===== src/rtl/turfio_dout_multi_if.sv =====
`default_nettype none
// ============================================================================
// Module      : turfio_dout_multi_if
// Description : Word handshake between the readout mux and the lane serialiser.
// Revision    : 1.0 - initial release
// ============================================================================
interface turfio_dout_multi_if #(
  parameter int NLANES    = 1,
  parameter int WORD_BITS = 8
);
  logic [NLANES*WORD_BITS-1:0] dout_data;
  logic                        dout_data_valid;
  logic                        dout_data_last;
  logic                        dout_data_phase;

  modport master (
    output dout_data,
    output dout_data_valid,
    output dout_data_last,
    input  dout_data_phase
  );

  modport slave (
    input  dout_data,
    input  dout_data_valid,
    input  dout_data_last,
    output dout_data_phase
  );
endinterface
`default_nettype wire


===== src/rtl/turfio_dout_multi.sv =====
`default_nettype none
// ============================================================================
// Module      : turfio_dout_multi
// Description : Multi-lane framed word serialiser feeding same-clock ODDRE1s,
//               2 bits per clock, with training, underrun count and bit slip.
// Revision    : 1.0 - initial release
// ============================================================================
module turfio_dout_multi #(
  parameter int                    NLANES      = 1,
  parameter int                    WORD_BITS   = 8,
  parameter logic [WORD_BITS-1:0]  TRAIN_VALUE = 8'h6A,
  parameter logic [WORD_BITS-1:0]  IDLE_VALUE  = 8'h00,
  parameter logic [NLANES-1:0]     INV_DOUT    = '0
) (
  input  wire logic              ifclk_i,
  input  wire logic              rst_i,
  input  wire logic              sync_i,
  input  wire logic              train_i,
  turfio_dout_multi_if.slave     dout,
  input  wire logic [NLANES-1:0] slip_i,
  output logic [15:0]            underrun_o,
  output logic                   misalign_o,
  output logic [NLANES-1:0]      ddr_d1_o,
  output logic [NLANES-1:0]      ddr_d2_o
);
  localparam int c_BEATS  = WORD_BITS / 2;
  localparam int c_CNT_W  = $clog2(c_BEATS);
  localparam int c_SLIP_W = $clog2(WORD_BITS);
  localparam int c_IDX_W  = $clog2(WORD_BITS + 3);
  localparam logic [c_CNT_W-1:0]  c_CNT_LAST  = c_CNT_W'(c_BEATS - 1);
  localparam logic [c_SLIP_W-1:0] c_SLIP_LAST = c_SLIP_W'(WORD_BITS - 1);

  typedef enum logic [1:0] {ST_IDLE = 2'd0, ST_TRAIN = 2'd1, ST_STREAM = 2'd2} state_t;
  typedef enum logic [1:0] {LD_IDLE = 2'd0, LD_TRAIN = 2'd1, LD_DATA = 2'd2} load_t;

  logic               r_sync_buf;
  logic               r_train_q;
  logic [c_CNT_W-1:0] r_cnt;
  logic               r_misalign;
  logic [15:0]        r_underrun;
  state_t             r_state;
  state_t             w_state_nxt;
  load_t              w_load_sel;
  logic               w_underrun_inc;
  logic               w_load;

  assign w_load               = (r_cnt == '0);
  assign dout.dout_data_phase = w_load && (r_state != ST_TRAIN) && !r_train_q;
  assign underrun_o           = r_underrun;
  assign misalign_o           = r_misalign;

  // A sync landing off-phase restarts the word count; the partial word is dropped.
  always_ff @(posedge ifclk_i or posedge rst_i) begin
    if (rst_i) begin
      r_sync_buf <= 1'b0;
      r_train_q  <= 1'b0;
      r_cnt      <= '0;
      r_misalign <= 1'b0;
    end else begin
      r_sync_buf <= sync_i;
      r_train_q  <= train_i;
      if (r_sync_buf) begin
        r_cnt <= c_CNT_W'(1);
        if (r_cnt != '0) r_misalign <= 1'b1;
      end else if (r_cnt == c_CNT_LAST) begin
        r_cnt <= '0;
      end else begin
        r_cnt <= r_cnt + 1'b1;
      end
    end
  end

  always_ff @(posedge ifclk_i or posedge rst_i) begin
    if (rst_i) begin
      r_state    <= ST_IDLE;
      r_underrun <= '0;
    end else begin
      r_state <= w_state_nxt;
      if (w_underrun_inc && (r_underrun != 16'hFFFF)) r_underrun <= r_underrun + 16'd1;
    end
  end

  always_comb begin
    w_state_nxt    = r_state;
    w_load_sel     = LD_IDLE;
    w_underrun_inc = 1'b0;
    if (w_load) begin
      if (r_train_q) begin
        w_state_nxt = ST_TRAIN;
        w_load_sel  = LD_TRAIN;
      end else if (dout.dout_data_valid) begin
        w_state_nxt = dout.dout_data_last ? ST_IDLE : ST_STREAM;
        w_load_sel  = LD_DATA;
      end else begin
        w_state_nxt    = ST_IDLE;
        w_underrun_inc = (r_state == ST_STREAM);
      end
    end
  end

  for (genvar n = 0; n < NLANES; n++) begin : g_lane
    logic [WORD_BITS-1:0] r_sr;
    logic [WORD_BITS:0]   r_hist;
    logic [c_SLIP_W-1:0]  r_slip;
    logic                 r_d1;
    logic                 r_d2;
    logic [WORD_BITS-1:0] w_word;
    logic [WORD_BITS+2:0] w_cat;
    logic [c_IDX_W-1:0]   w_idx1;
    logic [c_IDX_W-1:0]   w_idx2;

    always_comb begin
      w_word = IDLE_VALUE;
      case (w_load_sel)
        LD_TRAIN: w_word = TRAIN_VALUE;
        LD_DATA:  w_word = dout.dout_data[n*WORD_BITS +: WORD_BITS];
        default:  w_word = IDLE_VALUE;
      endcase
    end

    // Newest raw pair on top of the past bits; index WORD_BITS+1 is the current even bit.
    assign w_cat  = {r_sr[1:0], r_hist};
    assign w_idx1 = c_IDX_W'(WORD_BITS + 1) - c_IDX_W'(r_slip);
    assign w_idx2 = c_IDX_W'(WORD_BITS + 2) - c_IDX_W'(r_slip);

    always_ff @(posedge ifclk_i or posedge rst_i) begin
      if (rst_i) begin
        r_sr   <= '0;
        r_hist <= '0;
        r_slip <= '0;
        r_d1   <= INV_DOUT[n];
        r_d2   <= INV_DOUT[n];
      end else begin
        r_sr   <= w_load ? w_word : (r_sr >> 2);
        r_hist <= w_cat[WORD_BITS+2:2];
        if (slip_i[n]) r_slip <= (r_slip == c_SLIP_LAST) ? '0 : r_slip + 1'b1;
        r_d1   <= w_cat[w_idx1] ^ INV_DOUT[n];
        r_d2   <= w_cat[w_idx2] ^ INV_DOUT[n];
      end
    end

    assign ddr_d1_o[n] = r_d1;
    assign ddr_d2_o[n] = r_d2;
  end
endmodule
`default_nettype wire


===== src/flat_wrapper.sv =====
// flat-port wrapper written by rule: the top's interface ports become plain ports
module turfio_dout_multi_flat 
#(
  parameter int                    NLANES      = 1,
  parameter int                    WORD_BITS   = 8,
  parameter logic [WORD_BITS-1:0]  TRAIN_VALUE = 8'h6A,
  parameter logic [WORD_BITS-1:0]  IDLE_VALUE  = 8'h00,
  parameter logic [NLANES-1:0]     INV_DOUT    = '0
)
  (ifclk_i, rst_i, sync_i, train_i, slip_i, underrun_o, misalign_o, ddr_d1_o, ddr_d2_o, dout_dout_data, dout_dout_data_valid, dout_dout_data_last, dout_dout_data_phase);
  turfio_dout_multi_if #(.NLANES(NLANES), .WORD_BITS(WORD_BITS)) dout_i ();
  input  wire logic ifclk_i;
  input  wire logic rst_i;
  input  wire logic sync_i;
  input  wire logic train_i;
  input  wire logic [NLANES-1:0] slip_i;
  output logic [15:0] underrun_o;
  output logic misalign_o;
  output logic [NLANES-1:0] ddr_d1_o;
  output logic [NLANES-1:0] ddr_d2_o;
  input wire logic [$bits(dout_i.dout_data)-1:0] dout_dout_data;
  input wire logic [$bits(dout_i.dout_data_valid)-1:0] dout_dout_data_valid;
  input wire logic [$bits(dout_i.dout_data_last)-1:0] dout_dout_data_last;
  output wire logic [$bits(dout_i.dout_data_phase)-1:0] dout_dout_data_phase;
  assign dout_i.dout_data = dout_dout_data;
  assign dout_i.dout_data_valid = dout_dout_data_valid;
  assign dout_i.dout_data_last = dout_dout_data_last;
  assign dout_dout_data_phase = dout_i.dout_data_phase;
  turfio_dout_multi #(.NLANES(NLANES), .WORD_BITS(WORD_BITS), .TRAIN_VALUE(TRAIN_VALUE), .IDLE_VALUE(IDLE_VALUE), .INV_DOUT(INV_DOUT)) u_core (.ifclk_i(ifclk_i), .rst_i(rst_i), .sync_i(sync_i), .train_i(train_i), .dout(dout_i), .slip_i(slip_i), .underrun_o(underrun_o), .misalign_o(misalign_o), .ddr_d1_o(ddr_d1_o), .ddr_d2_o(ddr_d2_o));
endmodule

===== config.mk =====
export PLATFORM = sky130hd
export DESIGN_NAME = turfio_dout_multi_flat
export DESIGN_NICKNAME = d
export VERILOG_FILES = /design/src/rtl/turfio_dout_multi_if.sv /design/src/rtl/turfio_dout_multi.sv /design/src/flat_wrapper.sv
export SDC_FILE = /design/constraint.sdc
export NUM_CORES = 1
export LEC_CHECK = 0
export CELL_PAD_IN_SITES_DETAIL_PLACEMENT = 1
export CELL_PAD_IN_SITES_GLOBAL_PLACEMENT = 1
export CORE_MARGIN = 10
export CORE_UTILIZATION = 42
export DETAILED_ROUTE_END_ITERATION = 6
export GPL_ROUTABILITY_DRIVEN = 0
export PLACE_DENSITY = 0.86
export SETUP_SLACK_MARGIN = 0.05
export SYNTH_ARGS = -nofsm -noshare
export SYNTH_HDL_FRONTEND = slang
export SYNTH_SLANG_ARGS = --single-unit

===== constraint.sdc =====
create_clock -name ifclk_i -period 1.95 [get_ports ifclk_i]
set_input_delay 0.4875 -clock ifclk_i [delete_from_list [all_inputs] [get_ports ifclk_i]]
set_output_delay 0.4875 -clock ifclk_i [all_outputs]
set_load 0.02 [all_outputs]

==> flow_summary.toml <==
[run_status]
status = "finished clean"

[clocking]
clock_path_buffers = 2
cts_sinks = 45
post_cts_buffers = 0
h-tree-depth = 2
insertion_delay_ns = 0.31
clk_pin_slew_worst_paths_ns = 0.09
cts_hold_buf = 0
cts_tree = "yes"
clk_root_buffer_cell = "clkbuf_8"
cts_made_buffers = 5

[synth]
syn_area_per_cell_um2 = 12.0
synth_nets = 203
ys_seq_area_share_pct = 52.5
yosysWarnings = 0
yosys_register_bits = 45
synth.area.top_cells = "dfrtp_1 53%, ha_1 5.8%, mux4_2 4.2%"
synth_area_um2 = 2140
synth_top_area_cell = "dfrtp_1"
syn_inst = 178
synth_top_area_share_pct = 52.5
yosysUniqueCellTypes = 38

[timing]
post-route-period-util_pct = 97.1
worstMarginPinSlew_ns = 0.297
rsz0062_at_grt = "yes"
finClkSkew_ns = 0.00923
setup_viol = 0
relSlewSlack_pct = 80.0
drv_slew = 0
finalCriticalPeriod_ns = 1.89
hold_viol = 0
max_freq_mhz = 528

[finish]
layout_commonest_cell = "dfrtp_1"
final_cell_mix = "45 x dfrtp_1, 21 x clkdlybuf4s50_1, 13 x inv_1, 12 x nand3_1, 12 x buf_4"
final_util_pct = 58.5
antenna_cells = 0
drive_gt1_share_pct = 18.8
fin_nets = 253
register_area_um2 = 1130
fill_cells = 512
area_growth_pct = 32.4
multi_input_area_um2 = 1000
stdcell_count = 296

[place]
portBuffers = 34
post-place-cells = 288
dp_hpwl_um = 3690

[global_route]
grt_start_max_net_pins = 46
grt_pass1_vias = 1731
antenna_found_initial = 0
grt_overflow = 0
grt_first_pass_wirelength_um = 8800
grt_usage_pct = 12.9

[worst_hold_path]
min_path_cells = 0
hold_end = "u_core.g_lane[0].r_hist[5]"
hold_class = "reg -> reg"
hp-start = "u_core.g_lane[0].r_hist[7]"

[power]
peakVddDrop_mv = 0.547
cellPowerDensity_nw_per_um2 = 888
p_leak_nw = 1.36

[detailed_routing]
dr_wl_met2_um = 2610
num_vias = 1554
wire_per_inst_um = 17.8
drt_iter0_markers = 103
drt-total-wl_um = 5270
top_layer_used = "met4"
met1_length_um = 2270
drc = 0
drt-pass1-iter-count = 4
vias_per_cell = 5.25
ant_nets = 0
wl_met3_um = 293

[worst_setup_path]
critPathKind = "reg -> reg"
cp_slowest_cell = "dfrtp_1"
cp_max_fo = 6
crit_buf_inv = 2
start_kind = "flip-flop"
critPathArrivalTime_ns = 2.08
r2r_cells = 7
critical_path.max_stage_delay_ns = 0.42
r2r_setup_slack_ns = 0.06
cp_cell_sequence = "inv_1, ha_2, buf_4, nand4bb_4, or2_4, nor2_2, mux2_4"
cp_top_family = "simple AND/OR/NAND/NOR gates"
critPathRequiredTime_ns = 2.14
critPathCaptureType = "flip-flop"
worst_r2r_endpoint = "u_core.underrun_o[1]"
r2r_start = "u_core.r_cnt[0]"

[floorplanning]
ioPinCount = 35
die_w_um = 91.4
num_rows = 25
die_h_um = 91.4
die_area_um2 = 8360
fp.coreArea_um2 = 4850
start_util_pct = 44.2

[job]
cap_violations = 0
flip-flops by register name, indices dropped and copies added, names as in the netlist:
register and flops:
u_core.misalign_o 1, u_core.r_cnt 2, u_core.r_state 2, u_core.r_sync_buf 1, u_core.g_lane.r_slip 3, u_core.underrun_o 16
u_core.r_train_q 1, u_core.ddr_d2_o 1, u_core.g_lane.r_hist 9, u_core.g_lane.r_sr 8, u_core.ddr_d1_o 1
repair_timing:
action | CTS | global route
cloned | 0 | 0
endpoints found under the setup margin | 13 | 16
pin swaps | 0 | 4
resized for setup | 13 | 16
metrics by stage:
step / cell area [um2] / hold WS (ns) / setup TNS (ns) / power [mW] / setup WS, ns
3_5_place_dp: 2670 / 0.379 / -0.203 / 1.78 / -0.0665
2_1_floorplan: 2150 / 0.364 / 0 / 1.53 / 0.0590
5_1_grt: 2840 / 0.413 / -0.00968 / 2.67 / -0.00525
6_report: 2840 / 0.400 / 0 / 2.52 / 0.0569
3_3_place_gp: 2670 / 0.378 / 0 / 1.74 / 0.0130
4_1_cts: 2770 / 0.398 / 0 / 2.53 / 0.0326
worst max-delay path by stage:
stage,cells past startpoint,start,endpoint,slack [ns]
after CTS,5,u_core.r_cnt[0],dout_dout_data_phase,0.03
after global placement,5,u_core.r_cnt[0],dout_dout_data_phase,0.01
after global routing,7,u_core.r_cnt[0],u_core.underrun_o[1],-0.005
after floorplan,5,u_core.r_cnt[0],dout_dout_data_phase,0.06
final,7,u_core.r_cnt[0],u_core.underrun_o[1],0.06
after detailed placement,5,u_core.r_cnt[0],dout_dout_data_phase,-0.07
cell type report:
| class | instances | share of cell area [%] |
|---|---|---|
| Sequential cell | 45 | 39.7 |
| Clock inverter | 2 | 1.32 |
| Timing Repair Buffer | 47 | 16.0 |
| Multi-Input combinational cell | 115 | 35.2 |
| Inverter | 14 | 1.85 |
| Clock buffer | 6 | 2.91 |
| Tap cell | 67 | 2.95 |
cells by family after synthesis:
| family | share of synthesized area [%] |
|---|---|
| fa+ha+maj | 5.84 |
| simple gates | 18.9 |
| mux | 6.30 |
| compound gates | 7.82 |
| buf+inv | 3.27 |
| xor+xnor | 5.31 |
| flops | 52.5 |
synthesized netlist by cell type:
cell type,n
nand4bb_4,1
nand3_1,12
or2_0,1
ha_1,10
a21o_1,3
dfrtp_1,45
nand4_1,7
clkbuf_1,2
xor2_1,6
a211oi_1,2
nor2_2,1
o22ai_1,1
nor4_4,2
and3_1,4
mux2i_1,3
nand2_1,9
nor4b_2,1
inv_1,14
buf_2,2
nand4_4,1
nand2b_1,1
o21bai_1,1
a21oi_1,5
mux2_4,1
o21ai_0,9
nor3b_1,1
xnor2_1,7
nor2b_1,1
and4_1,3
nor3_1,4
a31oi_1,2
and2_1,1
nand3b_1,2
o21a_1,1
mux4_2,4
o2bb2ai_1,3
nor2_1,3
nor4_2,2
per-layer routing:
layer | up-vias | track usage, %
met2 | 37 | 21.6
met5 | - | 0
met1 | 773 | 15.1
met3 | 6 | 3.95
met4 | 0 | 4.70
li1 | 738 | -
power breakdown:
| part | switching, mW | internal (mW) | leakage, nW |
|---|---|---|---|
| clock | 0.334 | 0.417 | 0.0574 |
| sequential | 0.111 | 1.02 | 0.593 |
| combinational | 0.334 | 0.307 | 0.713 |
(Power assumes the default switching activity.)
